File: src/rtl/sse_pkg.sv
// sse_pkg: shared types and constants for the SSE operand feeder.
//   fp32_t          opaque 32-bit operand/result word
//   sse_pair_t      one (A,B) operand pair
//   feeder_state_t  feeder FSM encoding
//   FP32_*          handy single-precision constants
package sse_pkg;

  typedef logic [31:0] fp32_t;

  typedef struct packed {
    fp32_t a;
    fp32_t b;
  } sse_pair_t;

  typedef enum logic [2:0] {
    IDLE   = 3'd0,
    LOAD   = 3'd1,
    STREAM = 3'd2,
    DRAIN  = 3'd3,
    DONE   = 3'd4
  } feeder_state_t;

  localparam fp32_t FP32_ONE   = 32'h3F80_0000;
  localparam fp32_t FP32_TWO   = 32'h4000_0000;
  localparam fp32_t FP32_FOUR  = 32'h4080_0000;
  localparam fp32_t FP32_EIGHT = 32'h4100_0000;

endpackage

File: src/rtl/sse_pair_buf.sv
// sse_pair_buf: DEPTH-entry register file of operand pairs, filled in order
// from entry 0, read back by index.
// Ports:
//   clk, rst_n      clock, async active-low reset (clears fill state only)
//   wr_en_i         append wr_pair_i when not full (dropped when full)
//   wr_pair_i       pair to append
//   clr_i           empty the buffer (write pointer and count to 0)
//   rd_idx_i        combinational read index
//   rd_pair_o       pair at rd_idx_i
//   count_o         registered fill count
//   full_o          registered, high when count_o == DEPTH
module sse_pair_buf
  import sse_pkg::*;
#(
  parameter int DEPTH = 16,
  parameter int CNT_W = $clog2(DEPTH + 1),
  parameter int PTR_W = $clog2(DEPTH)
) (
  input  logic             clk,
  input  logic             rst_n,
  input  logic             wr_en_i,
  input  sse_pair_t        wr_pair_i,
  input  logic             clr_i,
  input  logic [PTR_W-1:0] rd_idx_i,
  output sse_pair_t        rd_pair_o,
  output logic [CNT_W-1:0] count_o,
  output logic             full_o
);

  sse_pair_t        mem_q [DEPTH];
  logic [PTR_W-1:0] wptr_q;
  logic [CNT_W-1:0] count_q;
  logic             full_q;
  logic             wr_ok;

  assign wr_ok = wr_en_i && !full_q;

  always_ff @(posedge clk or negedge rst_n) begin
    if (!rst_n) begin
      wptr_q  <= '0;
      count_q <= '0;
      full_q  <= 1'b0;
    end else if (clr_i) begin
      wptr_q  <= '0;
      count_q <= '0;
      full_q  <= 1'b0;
    end else if (wr_ok) begin
      wptr_q  <= wptr_q + PTR_W'(1);
      count_q <= count_q + CNT_W'(1);
      full_q  <= (count_q == CNT_W'(DEPTH - 1));
    end
  end

  // Storage needs no reset: the count decides which entries are meaningful.
  always_ff @(posedge clk) begin
    if (wr_ok && !clr_i) begin
      mem_q[wptr_q] <= wr_pair_i;
    end
  end

  assign rd_pair_o = mem_q[rd_idx_i];
  assign count_o   = count_q;
  assign full_o    = full_q;

endmodule

File: src/rtl/sse_feeder.sv
// sse_feeder: buffers host-written (A,B) pairs and streams them into the SSE
// core, one pair per sse_next handshake; raises sse_stop after the last pair
// and captures sse_y on sse_ready.
// Optional: define SSE_FEEDER_TIMEOUT_EN to add parameter TIMEOUT and output
// timeout (watchdog on sse_next/sse_ready).
// Ports:
//   clk, rst_n                  clock, async active-low reset
//   wr_en, wr_a, wr_b           host pair write (IDLE only)
//   full, count                 buffer status
//   start, busy, done, result   run control and captured Y
//   sse_rst, sse_a, sse_b,
//   sse_stop                    drive to the SSE core
//   sse_next, sse_ready, sse_y  handshake/result from the SSE core
//   timeout                     (optional) sticky watchdog flag
//
// state  | meaning
// IDLE   | SSE held in reset, host may fill the buffer
// LOAD   | present entry 0, SSE still in reset
// STREAM | SSE running, advance pair on each sse_next
// DRAIN  | sse_stop high, wait for sse_ready
// DONE   | result captured, clear buffer, back to IDLE
module sse_feeder
  import sse_pkg::*;
#(
  parameter int DATA_W = 32,
  parameter int DEPTH  = 16,
  parameter int CNT_W  = $clog2(DEPTH + 1)
`ifdef SSE_FEEDER_TIMEOUT_EN
  ,
  parameter int TIMEOUT = 1024
`endif
) (
  input  logic              clk,
  input  logic              rst_n,
  input  logic              wr_en,
  input  logic [DATA_W-1:0] wr_a,
  input  logic [DATA_W-1:0] wr_b,
  output logic              full,
  output logic [CNT_W-1:0]  count,
  input  logic              start,
  output logic              busy,
  output logic              done,
  output logic [DATA_W-1:0] result,
  output logic              sse_rst,
  output logic [DATA_W-1:0] sse_a,
  output logic [DATA_W-1:0] sse_b,
  output logic              sse_stop,
  input  logic              sse_next,
  input  logic              sse_ready,
  input  logic [DATA_W-1:0] sse_y
`ifdef SSE_FEEDER_TIMEOUT_EN
  ,
  output logic              timeout
`endif
);

  localparam int PTR_W = $clog2(DEPTH);

  feeder_state_t     state_q, state_d;
  logic [PTR_W-1:0]  rd_ptr_q, rd_ptr_d;
  logic [PTR_W-1:0]  last_q, last_d;
  logic              busy_q, busy_d;
  logic              done_q, done_d;
  logic [DATA_W-1:0] result_q, result_d;
  logic              sse_rst_q, sse_rst_d;
  logic [DATA_W-1:0] sse_a_q, sse_a_d;
  logic [DATA_W-1:0] sse_b_q, sse_b_d;
  logic              sse_stop_q, sse_stop_d;

  logic              buf_wr;
  logic              buf_clr;
  logic [PTR_W-1:0]  rd_idx;
  sse_pair_t         wr_pair;
  sse_pair_t         rd_pair;

`ifdef SSE_FEEDER_TIMEOUT_EN
  localparam int TO_W = $clog2(TIMEOUT) + 1;
  logic [TO_W-1:0] tmo_cnt_q, tmo_cnt_d;
  logic            timeout_q, timeout_d;
  logic            tmo_hit;
  assign tmo_hit = (tmo_cnt_q == TO_W'(TIMEOUT - 1));
`endif

  // Writes are only taken while idle; a write in the start cycle still lands.
  assign buf_wr       = wr_en && (state_q == IDLE);
  assign wr_pair.a    = fp32_t'(wr_a);
  assign wr_pair.b    = fp32_t'(wr_b);
  // Look one entry ahead while streaming so the next pair registers on sse_next.
  assign rd_idx       = (state_q == STREAM) ? rd_ptr_q + PTR_W'(1) : '0;

  sse_pair_buf #(
    .DEPTH (DEPTH),
    .CNT_W (CNT_W),
    .PTR_W (PTR_W)
  ) u_buf (
    .clk       (clk),
    .rst_n     (rst_n),
    .wr_en_i   (buf_wr),
    .wr_pair_i (wr_pair),
    .clr_i     (buf_clr),
    .rd_idx_i  (rd_idx),
    .rd_pair_o (rd_pair),
    .count_o   (count),
    .full_o    (full)
  );

  always_comb begin
    state_d    = state_q;
    rd_ptr_d   = rd_ptr_q;
    last_d     = last_q;
    busy_d     = busy_q;
    done_d     = 1'b0;
    result_d   = result_q;
    sse_rst_d  = sse_rst_q;
    sse_a_d    = sse_a_q;
    sse_b_d    = sse_b_q;
    sse_stop_d = sse_stop_q;
    buf_clr    = 1'b0;
`ifdef SSE_FEEDER_TIMEOUT_EN
    tmo_cnt_d  = tmo_cnt_q;
    timeout_d  = timeout_q;
`endif
    unique case (state_q)
      IDLE: begin
        sse_rst_d = 1'b1;
        if (start && (count != '0)) begin
          state_d = LOAD;
          busy_d  = 1'b1;
          // Stream length is frozen from the pre-write count.
          last_d  = PTR_W'(count - CNT_W'(1));
`ifdef SSE_FEEDER_TIMEOUT_EN
          timeout_d = 1'b0;
`endif
        end
      end
      LOAD: begin
        sse_rst_d = 1'b1;
        sse_a_d   = DATA_W'(rd_pair.a);
        sse_b_d   = DATA_W'(rd_pair.b);
        rd_ptr_d  = '0;
        state_d   = STREAM;
`ifdef SSE_FEEDER_TIMEOUT_EN
        tmo_cnt_d = '0;
`endif
      end
      STREAM: begin
        sse_rst_d = 1'b0;
        if (sse_next) begin
`ifdef SSE_FEEDER_TIMEOUT_EN
          tmo_cnt_d = '0;
`endif
          if (rd_ptr_q != last_q) begin
            rd_ptr_d = rd_ptr_q + PTR_W'(1);
            sse_a_d  = DATA_W'(rd_pair.a);
            sse_b_d  = DATA_W'(rd_pair.b);
          end else begin
            sse_stop_d = 1'b1;
            state_d    = DRAIN;
          end
        end
`ifdef SSE_FEEDER_TIMEOUT_EN
        else if (tmo_hit) begin
          timeout_d = 1'b1;
          done_d    = 1'b1;
          state_d   = DONE;
        end else begin
          tmo_cnt_d = tmo_cnt_q + TO_W'(1);
        end
`endif
      end
      DRAIN: begin
        if (sse_ready) begin
          result_d = sse_y;
          done_d   = 1'b1;
          state_d  = DONE;
`ifdef SSE_FEEDER_TIMEOUT_EN
          tmo_cnt_d = '0;
`endif
        end
`ifdef SSE_FEEDER_TIMEOUT_EN
        else if (tmo_hit) begin
          timeout_d = 1'b1;
          done_d    = 1'b1;
          state_d   = DONE;
        end else begin
          tmo_cnt_d = tmo_cnt_q + TO_W'(1);
        end
`endif
      end
      DONE: begin
        buf_clr    = 1'b1;
        busy_d     = 1'b0;
        sse_stop_d = 1'b0;
        sse_rst_d  = 1'b1;
        state_d    = IDLE;
      end
      default: begin
        state_d = IDLE;
      end
    endcase
  end

  always_ff @(posedge clk or negedge rst_n) begin
    if (!rst_n) begin
      state_q    <= IDLE;
      rd_ptr_q   <= '0;
      last_q     <= '0;
      busy_q     <= 1'b0;
      done_q     <= 1'b0;
      result_q   <= '0;
      sse_rst_q  <= 1'b1;
      sse_a_q    <= '0;
      sse_b_q    <= '0;
      sse_stop_q <= 1'b0;
`ifdef SSE_FEEDER_TIMEOUT_EN
      tmo_cnt_q  <= '0;
      timeout_q  <= 1'b0;
`endif
    end else begin
      state_q    <= state_d;
      rd_ptr_q   <= rd_ptr_d;
      last_q     <= last_d;
      busy_q     <= busy_d;
      done_q     <= done_d;
      result_q   <= result_d;
      sse_rst_q  <= sse_rst_d;
      sse_a_q    <= sse_a_d;
      sse_b_q    <= sse_b_d;
      sse_stop_q <= sse_stop_d;
`ifdef SSE_FEEDER_TIMEOUT_EN
      tmo_cnt_q  <= tmo_cnt_d;
      timeout_q  <= timeout_d;
`endif
    end
  end

  assign busy     = busy_q;
  assign done     = done_q;
  assign result   = result_q;
  assign sse_rst  = sse_rst_q;
  assign sse_a    = sse_a_q;
  assign sse_b    = sse_b_q;
  assign sse_stop = sse_stop_q;
`ifdef SSE_FEEDER_TIMEOUT_EN
  assign timeout  = timeout_q;
`endif

endmodule

File: config.mk
export PLATFORM = sky130hd
export DESIGN_NAME = sse_feeder
export DESIGN_NICKNAME = d
export VERILOG_FILES = /design/src/rtl/sse_pkg.sv /design/src/rtl/sse_pair_buf.sv /design/src/rtl/sse_feeder.sv
export SDC_FILE = /design/constraint.sdc
export NUM_CORES = 1
export LEC_CHECK = 0
export CAP_MARGIN = 20
export CORE_ASPECT_RATIO = 1.2
export CORE_MARGIN = 2
export CORE_UTILIZATION = 50
export DETAILED_ROUTE_END_ITERATION = 12
export MAX_ROUTING_LAYER = met4
export PLACE_DENSITY = 0.78
export REMOVE_ABC_BUFFERS = 1
export SYNTH_ARGS = -nofsm -noshare
export SYNTH_HDL_FRONTEND = slang
export SYNTH_SLANG_ARGS = --single-unit
File: constraint.sdc
create_clock -name clk -period 7.3 [get_ports clk]
set_input_delay 0.73 -clock clk [delete_from_list [all_inputs] [get_ports clk]]
set_output_delay 0.73 -clock clk [all_outputs]
set_load 0.01 [all_outputs]
==> impl_results.md <==
- Status: finished clean
- Worst Skew: 0.0423 ns
- Via count: 26,100
- Final wirelength: 111 mm
- Met3 Use GR: 0.0454
- Startpoint Class: register
- Synth top cells by count: edfxtp_1 (1,024), nand2_1 (180), mux2i_1 (148), nor2_1 (146), dfrtp_1 (120)
- Total CTS buffers: 102
- Overall power: 19,600 µW
- Initial antenna violation count: 8
- Required time of the critical path: 7.89 ns
- Synth top area cells: edfxtp_1 (69%), dfrtp_1 (6.7%), mux4_2 (4.3%)
- Max cap viols: 0
- Gpl congestion: 0.775
- R2R Setup Slk: 3.12 ns
- Fill cells: 6,325
- I/O Buffers: 207
- Relative slew slack: 0.306
- Max Freq: 239 MHz
- Core Region: 0.0890 mm²
- Sum Neg Setup Slack: 0 ns
- H-Tree Level Count: 3
- Met1 usage: 0.307
- Leading area contributor after synthesis: edfxtp_1
- Cells after Synth: 2,679
- Least-Margin Pin Slew: 1.04 ns
- Crit path top cell by count: buf_4
- Worst VDD drop: 0.472 mV
- Yosys cell types: 54
- Placed insts: 3,896
- Layer with the highest usage: met2
- Post-Place Setup Slack: 3.18 ns
- GR Util met2: 0.399
- Sequential Power Share: 0.415
- Dpl hpwl: 56.1 mm
- YS warnings: 0
- Layout cell share with drive strength beyond 1: 0.120
- Crit path DAT: 4.77 ns
- DRT Pass-1 Iters: 9
- Worst Setup Path Type: register to register
- #FFs+latches synth: 1,145
- CTS Hold Buffers Added: 0
- Share of the synthesized area in the top cell type: 0.686
- DR iter-0 viols: 3,313
- LEAKAGE: 0.0171 µW
- Total track usage: 0.246
- Setup crit end: sse_a[15]
- Number of global-route vias before repair: 26,400
- Max stage delay cell, worst path: dfrtp_4
- Fin. Hold Viols: 0
- Mean Syn Cell Area: 16.7 µm²
- Worst hold slack: 0.171 ns
- Clk root buf: clkbuf_16
- R2R Path End: sse_a[15]
- HP Class: input port to asynchronous set/reset pin
- Via density: 6.36
- Remaining antenna violation count: 0
- Final period util: 0.572
- NumNets Final: 2,954
- Internal: 13,100 µW
- Setup crit end kind: register
- DIE WIDTH: 277 µm
- Final setup vio count: 0
- Worst-Skew Late Latency: 0.69 ns
- Min Tclk post-route: 4.18 ns
- Post-route insts no fill: 4,098
- Critical-path cell list: ha_2 > buf_4 > clkinv_2 > buf_4 > a2111oi_0 > a21oi_1 > o221ai_1
- R2R Path Start: rd_ptr_q[0]
- Largest net degree at the start of global routing: 143
- Register area share after synthesis: 0.753
- Combinational share of power: 0.314
- Initial Util: 0.504
- Multi-input logic area: 0.0103 mm²
- Area grow syn2layout: 14.6%
- Top fanout value on the critical path: 61
- Final WS setup: 3.12 ns
- Global-route wire length before repair: 165 mm
- CTS tree: built
- Clk pwr share: 0.270
- Die Area: 0.0921 mm²
- Drt wl/cell: 27.1 µm
- Slew Viols, Final: 0
- Setup crit start: rd_ptr_q[0]
- Post-synth ARST share: 0.106
- Remaining Overflow, GRT: 0
- Clk slew on worst S/H paths: 0.06 ns
- CTS Buffer Depth: 3
- Setup bufs post-CTS: 0
- Die height: 332 µm
- Most numerous cell in the Yosys netlist: edfxtp_1
- DRC: 0
- Top Ports: 208
- Pwr Density: 381 mW/mm²
- Post-CTS Resized: 0
- R2R cell count: 7
- Synth Flop Type: edfxtp_1
- CP max stage delay: 0.89 ns
- Sw Share: 0.331
- Sequential Area: 0.0338 mm²
- Switch Pwr: 6470 µW
- EDFF count, synth: 1,024
- Row count: 120
- Synthesized area: 0.0448 mm²
- RSZ-0062 raised after global routing: no
- Total clock sinks: 1,145
-- final cells by class --
type                    instances  area share
repair buffers                248      0.0480
inverters                      10    0.000852
clock inverters                50     0.00942
diodes                          9    0.000438
flip-flops and latches       1145       0.657
well taps                    1159      0.0282
multi-input cells            1336       0.201
clock buffers                 141      0.0551
-- worst max-delay path: cells and delay by family (launching register included) --
family	cells	cell delay [ns]
flops	1	0.89
fa+ha+maj	1	0.37
compound gates	3	0.89
buf+inv	3	1.87
-- cell families after synthesis --
group                    after synthesis  share of synthesized area
multiplexers                         273                     0.0860
AND/OR/NAND/NOR                      508                     0.0522
buffers and inverters                198                     0.0194
flip-flops                          1145                      0.753
AO/OA/AOI/OAI                        532                     0.0839
XOR/XNOR                              14                    0.00273
adder cells (fa/ha/maj)                9                    0.00251
-- placed cells by master (no fill, tap or decap), drive strengths merged, types with 6 or more instances in the layout --
cell type / count
nand3: 6
dfrtp: 120
bufinv: 7
a21oi: 115
a221o: 19
buf: 42
a211oi: 47
nor3: 48
inv: 12
o22ai: 44
nand2b: 21
clkbuf: 141
o21ai: 70
o221ai: 64
a2bb2oi: 38
clkinv: 37
mux2: 39
nand2: 180
mux4: 86
edfxtp: 1024
xnor2: 9
o2111ai: 19
nor2b: 49
a2111oi: 45
mux2i: 148
nor2: 149
ha: 9
clkdlybuf4s50: 206
a221oi: 38
diode: 9
and2: 36
a31oi: 22
-- per-stage QoR --
stage / cell area [µm²] / util
floorplan: 44000 / -
CTS: 51300 / 0.577
global placement: 48000 / 0.539
detailed placement: 48000 / 0.539
global route: 51400 / 0.577
finish: 51400 / 0.577
-- metal layers --
layer / share of wire / wire [µm]
met3: 0.096 / 10700
met2: 0.50 / 55900
met1: 0.37 / 41100
met5: 0 / 0
met4: 0.030 / 3360
-- registers in the layout (all words and copies together) (netlist names) --
name	flops
u_buf.mem_q	1024
result	32
sse_a	32
sse_b	32
u_buf.count_o	5
last_q	4
rd_ptr_q	4
u_buf.wptr_q	4
state_q	3
busy	1
done	1
sse_rst	1
sse_stop	1
u_buf.full_o	1
-- power by group through the flow --
stage	logic, µW	clock network, µW	registers (µW)
after floorplan	3900	0	8420
after global placement	5900	0	8240
after detailed placement	6060	0	8260
after CTS	6110	5330	8140
after global routing	6540	5600	8180
final	6150	5290	8130
-- worst min path at each step --
stage / cells past startpoint / endpoint / from
final: 1 / sse_a[14] / rst_n
after detailed placement: 2 / result[22] / result[22]
after CTS: 1 / sse_a[14] / rst_n
after global routing: 1 / sse_a[14] / rst_n
after floorplan: 0 / busy / rst_n
after global placement: 2 / result[30] / result[30]
(Power assumes the default switching activity.)
